File: src/rtl/part_bridge_pkg.sv
// Shared types and helpers for the partition-boundary bridge.
// Latency/backpressure: none, declarations only.
package part_bridge_pkg;

    localparam int W_DEFAULT = 9;

    typedef enum logic {
        IDLE = 1'b0,
        SEND = 1'b1
    } fsm_e;

    // Channel-index width, never narrower than one bit.
    function automatic int chan_idx(input int n);
        return (n > 1) ? $clog2(n) : 1;
    endfunction

endpackage

File: src/rtl/part_rr_arb.sv
// Combinational N-way round-robin arbiter: grants the first request at or after ptr_i.
// Zero latency; no backpressure, the parent owns and advances the pointer.
module part_rr_arb
    import part_bridge_pkg::*;
#(
    parameter int N = 3
) (
    input  logic [N-1:0]           req_i,
    input  logic [chan_idx(N)-1:0] ptr_i,
    output logic [chan_idx(N)-1:0] grant_o,
    output logic                   any_o
);

    localparam int IW = chan_idx(N);

    logic [2*N-1:0] rot;
    int             sum;

    always_comb begin
        grant_o = '0;
        any_o   = 1'b0;
        sum     = 0;
        // Rotate so bit 0 is the channel at ptr; first set bit wins.
        rot     = {req_i, req_i} >> ptr_i;
        for (int i = 0; i < N; i++) begin
            if (!any_o && rot[i]) begin
                any_o = 1'b1;
                sum   = int'(ptr_i) + i;
                if (sum >= N) begin
                    sum = sum - N;
                end
                grant_o = IW'(sum);
            end
        end
    end

endmodule

File: src/rtl/part_sync_bridge.sv
// Initiator-side partition bridge: serialises exported groups onto one link, freezes mission clocks until imports arrive.
// Event to link valid in 2 cycles; words held stable until link_tx_ready_i; inbound link is never backpressured.
module part_sync_bridge
    import part_bridge_pkg::*;
#(
    parameter int N_TX = 3,
    parameter int N_RX = 1,
    parameter int W    = W_DEFAULT,
    parameter int TO_W = 16
) (
    input  logic                      clk_i,
    input  logic                      rst_i,
    input  logic [N_TX-1:0]           tx_evt_i,
    input  logic [N_TX*W-1:0]         tx_data_i,
    input  logic [N_RX-1:0]           rx_evt_i,
    input  logic [TO_W-1:0]           timeout_i,
    output logic                      link_tx_valid_o,
    input  logic                      link_tx_ready_i,
    output logic [chan_idx(N_TX)-1:0] link_tx_chan_o,
    output logic [W-1:0]              link_tx_data_o,
    input  logic                      link_rx_valid_i,
    input  logic [chan_idx(N_RX)-1:0] link_rx_chan_i,
    input  logic [W-1:0]              link_rx_data_i,
    output logic                      link_rx_ready_o,
    output logic [N_RX-1:0]           freeze_clk_o,
    output logic [N_RX*W-1:0]         rx_data_o,
    output logic [N_RX-1:0]           rx_upd_o,
    output logic [N_TX-1:0]           overrun_o,
    output logic                      stray_o,
    output logic [N_RX-1:0]           timeout_err_o
);

    localparam int TXC = chan_idx(N_TX);

    // Export side
    fsm_e             state_q, state_d;
    logic [TXC-1:0]   grant_q, grant_d;
    logic [TXC-1:0]   ptr_q, ptr_d;
    logic [N_TX-1:0]  pending_q, pending_d;
    logic [N_TX-1:0]  overrun_q, overrun_d;
    logic [W-1:0]     hold_q [N_TX];
    logic [W-1:0]     hold_d [N_TX];
    logic [TXC-1:0]   arb_grant;
    logic             arb_any;
    logic             tx_hs;

    part_rr_arb #(.N(N_TX)) u_arb (
        .req_i   (pending_q),
        .ptr_i   (ptr_q),
        .grant_o (arb_grant),
        .any_o   (arb_any)
    );

    assign tx_hs = (state_q == SEND) && link_tx_ready_i;

    always_comb begin
        state_d   = state_q;
        grant_d   = grant_q;
        ptr_d     = ptr_q;
        pending_d = pending_q;
        overrun_d = overrun_q;
        hold_d    = hold_q;
        for (int k = 0; k < N_TX; k++) begin
            if (tx_evt_i[k]) begin
                if (pending_q[k] && !(tx_hs && grant_q == TXC'(k))) begin
                    overrun_d[k] = 1'b1;
                end
                hold_d[k]    = tx_data_i[k*W +: W];
                pending_d[k] = 1'b1;
            end
        end
        case (state_q)
            IDLE: begin
                if (arb_any) begin
                    grant_d = arb_grant;
                    state_d = SEND;
                end
            end
            SEND: begin
                if (link_tx_ready_i) begin
                    // A same-cycle event on the granted channel re-arms it with the new data.
                    if (!tx_evt_i[grant_q]) begin
                        pending_d[grant_q] = 1'b0;
                    end
                    ptr_d   = (grant_q == TXC'(N_TX - 1)) ? '0 : grant_q + 1'b1;
                    state_d = IDLE;
                end
            end
            default: state_d = IDLE;
        endcase
    end

    always_ff @(posedge clk_i or posedge rst_i) begin
        if (rst_i) begin
            state_q   <= IDLE;
            grant_q   <= '0;
            ptr_q     <= '0;
            pending_q <= '0;
            overrun_q <= '0;
            for (int k = 0; k < N_TX; k++) begin
                hold_q[k] <= '0;
            end
        end else begin
            state_q   <= state_d;
            grant_q   <= grant_d;
            ptr_q     <= ptr_d;
            pending_q <= pending_d;
            overrun_q <= overrun_d;
            hold_q    <= hold_d;
        end
    end

    assign link_tx_valid_o = (state_q == SEND);
    assign link_tx_chan_o  = grant_q;
    assign link_tx_data_o  = hold_q[grant_q];
    assign overrun_o       = overrun_q;

    // Import side
    logic [N_RX-1:0]   waiting_q, waiting_d;
    logic [TO_W-1:0]   cnt_q [N_RX];
    logic [TO_W-1:0]   cnt_d [N_RX];
    logic [N_RX*W-1:0] rx_data_q, rx_data_d;
    logic [N_RX-1:0]   upd_q, upd_d;
    logic [N_RX-1:0]   terr_q, terr_d;
    logic              stray_q, stray_d;
    logic [N_RX-1:0]   hit;

    always_comb begin
        waiting_d = waiting_q;
        cnt_d     = cnt_q;
        rx_data_d = rx_data_q;
        upd_d     = '0;
        terr_d    = terr_q;
        stray_d   = stray_q;
        hit       = '0;
        for (int j = 0; j < N_RX; j++) begin
            hit[j] = link_rx_valid_i && (int'(link_rx_chan_i) == j) && waiting_q[j];
            if (waiting_q[j]) begin
                cnt_d[j] = (cnt_q[j] == '1) ? cnt_q[j] : cnt_q[j] + 1'b1;
            end
            if (hit[j]) begin
                rx_data_d[j*W +: W] = link_rx_data_i;
                upd_d[j]            = 1'b1;
                waiting_d[j]        = 1'b0;
            end else if (waiting_q[j] && (timeout_i != '0) &&
                         (({1'b0, cnt_q[j]} + 1'b1) == {1'b0, timeout_i})) begin
                terr_d[j]    = 1'b1;
                waiting_d[j] = 1'b0;
            end
            if (rx_evt_i[j]) begin
                waiting_d[j] = 1'b1;
                cnt_d[j]     = '0;
            end
        end
        if (link_rx_valid_i && (hit == '0)) begin
            stray_d = 1'b1;
        end
    end

    always_ff @(posedge clk_i or posedge rst_i) begin
        if (rst_i) begin
            waiting_q <= '0;
            rx_data_q <= '0;
            upd_q     <= '0;
            terr_q    <= '0;
            stray_q   <= 1'b0;
            for (int j = 0; j < N_RX; j++) begin
                cnt_q[j] <= '0;
            end
        end else begin
            waiting_q <= waiting_d;
            rx_data_q <= rx_data_d;
            upd_q     <= upd_d;
            terr_q    <= terr_d;
            stray_q   <= stray_d;
            cnt_q     <= cnt_d;
        end
    end

    assign link_rx_ready_o = 1'b1;
    assign freeze_clk_o    = waiting_q;
    assign rx_data_o       = rx_data_q;
    assign rx_upd_o        = upd_q;
    assign timeout_err_o   = terr_q;
    assign stray_o         = stray_q;

endmodule

File: config.mk
export PLATFORM = sky130hd
export DESIGN_NAME = part_sync_bridge
export DESIGN_NICKNAME = d
export VERILOG_FILES = /design/src/rtl/part_bridge_pkg.sv /design/src/rtl/part_rr_arb.sv /design/src/rtl/part_sync_bridge.sv
export SDC_FILE = /design/constraint.sdc
export NUM_CORES = 1
export LEC_CHECK = 0
export CORE_MARGIN = 3
export CORE_UTILIZATION = 55
export CTS_BUF_LIST = sky130_fd_sc_hd__clkbuf_2
export DETAILED_ROUTE_END_ITERATION = 8
export GPL_ROUTABILITY_DRIVEN = 0
export PLACE_DENSITY = 0.95
export SYNTH_ARGS = -nofsm -noshare
export SYNTH_HDL_FRONTEND = slang
export SYNTH_SLANG_ARGS = --single-unit
File: constraint.sdc
create_clock -name clk_i -period 3.3 [get_ports clk_i]
set_input_delay 0.66 -clock clk_i [delete_from_list [all_inputs] [get_ports clk_i]]
set_output_delay 0.66 -clock clk_i [all_outputs]
set_load 0.05 [all_outputs]
==> key figures, run 1 <==
Placement
  – Port Buffers: 88
  – Detailed Place HPWL: 6.35 mm
  – Placed cell areas: between 0.004 and 0.005 sq mm
  – Placed Cells: 507
  – Place WS: roughly 670 ps

Timing
  – Period utilisation layout: between 80 and 90%
  – Total negative slack: 0 ps
  – Hold Slack: between 400 and 500 ps
  – Slew headroom: 48.8%
  – Final Max Tran Viols: 0
  – Min Tclk post-route: between 2000 and 3000 ps
  – Clock skew: about 28 ps
  – Setup ws final: 482 ps
  – Slew at the pin closest to its max-slew limit: about 770 ps
  – Maximum clock frequency: 355 MHz
  – Hold Fails Final Rpt: 0
  – RSZ-0062 raised after global routing: no
  – Final setup viols: 0

Synth
  – Distinct cells, synth: 51
  – Most frequent cell after synthesis: dfrtp_1
  – Post-Syn Nets: roughly 430
  – Synth Area in Adders: 1.71%
  – Xor/xnor share of the synthesized area: between 8 and 9%
  – Area contributors post-synth: dfrtp_1 (46%), mux2_2 (8.6%), nand2_1 (5.4%)
  – Post-synth EDFFs: 0
  – Mux cell area share after synthesis: between 10 and 15%
  – Main combinational cell family by area after synthesis: simple AND/OR/NAND/NOR gates
  – Top-area cell type share of the netlist area: 45.9%
  – Synth Area in Simple Gates: 19.3%
  – Ys async rst share: 100%
  – Synth Area in Compound Gates: 8.02%
  – Syn_area_per_cell: 10.1 sq um
  – Synthesis Warnings: 0
  – Register area share after synthesis: between 40% and 50%
  – Post-synthesis register bit count: 67
  – Top FF cell, synth: dfrtp_1
  – Syn Std Cell Area: about 0.0037 sq mm
  – Leading cell types by count after synthesis: dfrtp_1 (67), nand2_1 (53), nor2_1 (29)
  – Cell accounting for the most synthesized area: dfrtp_1
  – Cells after Synth: 362

Cells and area
  – Post-Layout Cell Count: 523
  – Nets: 507
  – Synth-to-layout area growth: 28.2%
  – Post-layout util: 73.3%
  – Ratio of cells with drive above 1 in the final layout: 13.7%
  – Antenna Diode Count: 0
  – Final instance area: around 0.0047 sq mm

Pwr
  – Clock group share of total power: 21.6%
  – Sw Share: 40.1%
  – Power Dens Cells: 515 mW/mm^2
  – Worst VDD drop: 472 uV
  – Static leakage: approximately 2 nW
  – Combinational share of power: 36.6%
  – Pint: about 1.4 mW
  – Psw: roughly 970 uW
  – Total power: 2.41 mW
  – Reg power frac: between 40% and 50%

Clocking
  – CTS Hold Bufs: 0
  – Post-CTS Resized: 0
  – # H-tree levels: 3
  – Setup Buffers After CTS: 0
  – CTS clk-pin slew, worst paths: 200 ps
  – Clock Latency Late Sink: around 510 ps
  – Number of CTS-inserted buffers: 9
  – Root buffer cell: clkbuf_2
  – CTS Buffer Depth: 2
  – # clock sinks: 67
  – CTS tree: done

Worst setup path
  – WS Path Type: flip-flop to output pin
  – Cells on worst reg2reg path: 7
  – R2r setup slk: roughly 780 ps
  – Reg2reg start: cnt_q[0]$_DFFE_PP0P_
  – Worst r2r dst: cnt_q[11]$_DFFE_PP0P_
  – Nature of the critical path startpoint: flip-flop
  – Max FO, Critical Path: 14
  – Arrival @ worst endpoint: approximately 2200 ps
  – CP required: 2640 ps
  – Endpoint type of the worst setup path: output pin

Global routing
  – First-pass GRT wire length: roughly 14 mm
  – Largest net degree at the start of global routing: 39
  – Total global routing overflow: 0
  – GRT Total Usage: 23.7%
  – Initial antenna violation count: 0
  – Vias in the first global route: 3,052

Flow run
  – Max Cap Violations: 0

Worst hold path
  – Hold Crit Class: flip-flop to flip-flop
  – Worst Hold Launch: stray_o$_DFFE_PP0P_
  – Worst Hold Depth: 1
  – Hold Path End: stray_o$_DFFE_PP0P_

Floorplan
  – Die width: 87.5 microns
  – Die height: 87.5 microns
  – Initial Util: 57.2%
  – Top Ports: 90
  – Floorplan core area: 0.00639 sq mm
  – # rows: 29
  – Total die area: about 0.0077 sq mm

Route
  – Routed len/inst: between 15 and 20 microns
  – DR vias: 3,007
  – Initial drt markers: 175
  – Initial DRT Pass Iterations: 5
  – Via density per instance: between 5 and 6
  – DRT antenna net count: 0
  – WL final: 8.71 mm
  – DRC Markers: 0

Outcome
  – Status: finished clean
-- cell families (layout without fill, tap and decap cells) --
logic type               count (synthesis)  in the layout
AO/OA/AOI/OAI                           43             43
flip-flops                              67             67
AND/OR/NAND/NOR                        140            140
XOR/XNOR                                35             35
adder cells (fa/ha/maj)                  5              5
other                                    1              1
buffers and inverters                   30            114
multiplexers                            41             41
-- cells in the final DEF, fill, tap and decap left out, types with 5 or more instances in the layout --
| master | n |
|---|---|
| clkdlybuf4s50_1 | 79 |
| xnor2_1 | 20 |
| xor2_1 | 15 |
| dfrtp_1 | 67 |
| clkbuf_2 | 9 |
| nand2_1 | 53 |
| inv_1 | 6 |
| nand3_1 | 16 |
| nor2_1 | 29 |
| mux2i_1 | 13 |
| ha_1 | 5 |
| nor3_1 | 5 |
| o21ai_0 | 12 |
| nor4_1 | 5 |
| a21o_1 | 5 |
| nand4_1 | 8 |
| mux2_2 | 28 |
| dlymetal6s2s_1 | 9 |
| a21oi_1 | 8 |
-- critical path: stages, from the launching register on --
cell and delay (ps):
dfrtp_1 660, nor2b_1 200, buf_4 190, nand2_1 80, o21ai_0 90, dlymetal6s2s_1 450
-- flip-flops by register name (all words and copies together), names as in the netlist --
name / flops
overrun_o: 3
ptr_q: 2
link_tx_chan_o: 2
rx_data_o: 9
rx_upd_o: 1
hold_q: 27
timeout_err_o: 1
link_tx_valid_o: 1
freeze_clk_o: 1
stray_o: 1
cnt_q: 16
pending_q: 3
-- cell type report --
cell class | count | area [sq um]
Clock buffer | 9 | 45.0
Tap cell | 77 | 96.3
Fill cell | 465 | 1710
Multi-Input combinational cell | 265 | 1820
Sequential cell | 67 | 1680
Timing Repair Buffer | 91 | 938
Inverter | 7 | 26.3
Clock inverter | 7 | 82.6
-- worst max-delay path by stage --
stage / endpoint / start / slack (ps)
2_1_floorplan: link_tx_data_o[0] / link_tx_chan_o[0]$_DFFE_PP0P_ / 270
3_3_place_gp: link_tx_data_o[2] / link_tx_chan_o[1]$_DFFE_PP0P_ / 750
3_5_place_dp: link_tx_data_o[6] / link_tx_chan_o[1]$_DFFE_PP0P_ / 670
4_1_cts: link_tx_data_o[2] / link_tx_chan_o[1]$_DFFE_PP0P_ / 60
5_1_grt: link_tx_data_o[2] / link_tx_chan_o[1]$_DFFE_PP0P_ / 290
6_report: link_tx_data_o[6] / link_tx_chan_o[1]$_DFFE_PP0P_ / 480
-- power groups by stage --
stage | Sequential [mW] | Clock (mW) | Combinational, mW
CTS | 1.01 | 0.532 | 0.893
detailed placement | 1.02 | 0 | 0.886
global route | 1.02 | 0.568 | 0.939
global placement | 1.01 | 0 | 0.860
floorplan | 1.06 | 0 | 0.525
finish | 1.01 | 0.521 | 0.882
-- routing by layer --
layer / vias up / routed length (microns) / track usage, %
met4: 0 / 148 / 9.76
met5: - / 0 / 0
met2: 135 / 4540 / 41.6
met3: 21 / 616 / 5.58
li1: 1404 / - / -
met1: 1447 / 3400 / 27.8
(Power assumes the default switching activity.)
==> run 2: changes to the inputs <==
ABC_CLOCK_PERIOD_IN_PS = 3300   (was default)
==> results of run 2 <==
The final DEF is identical to that of run 1; final timing and power are the same.
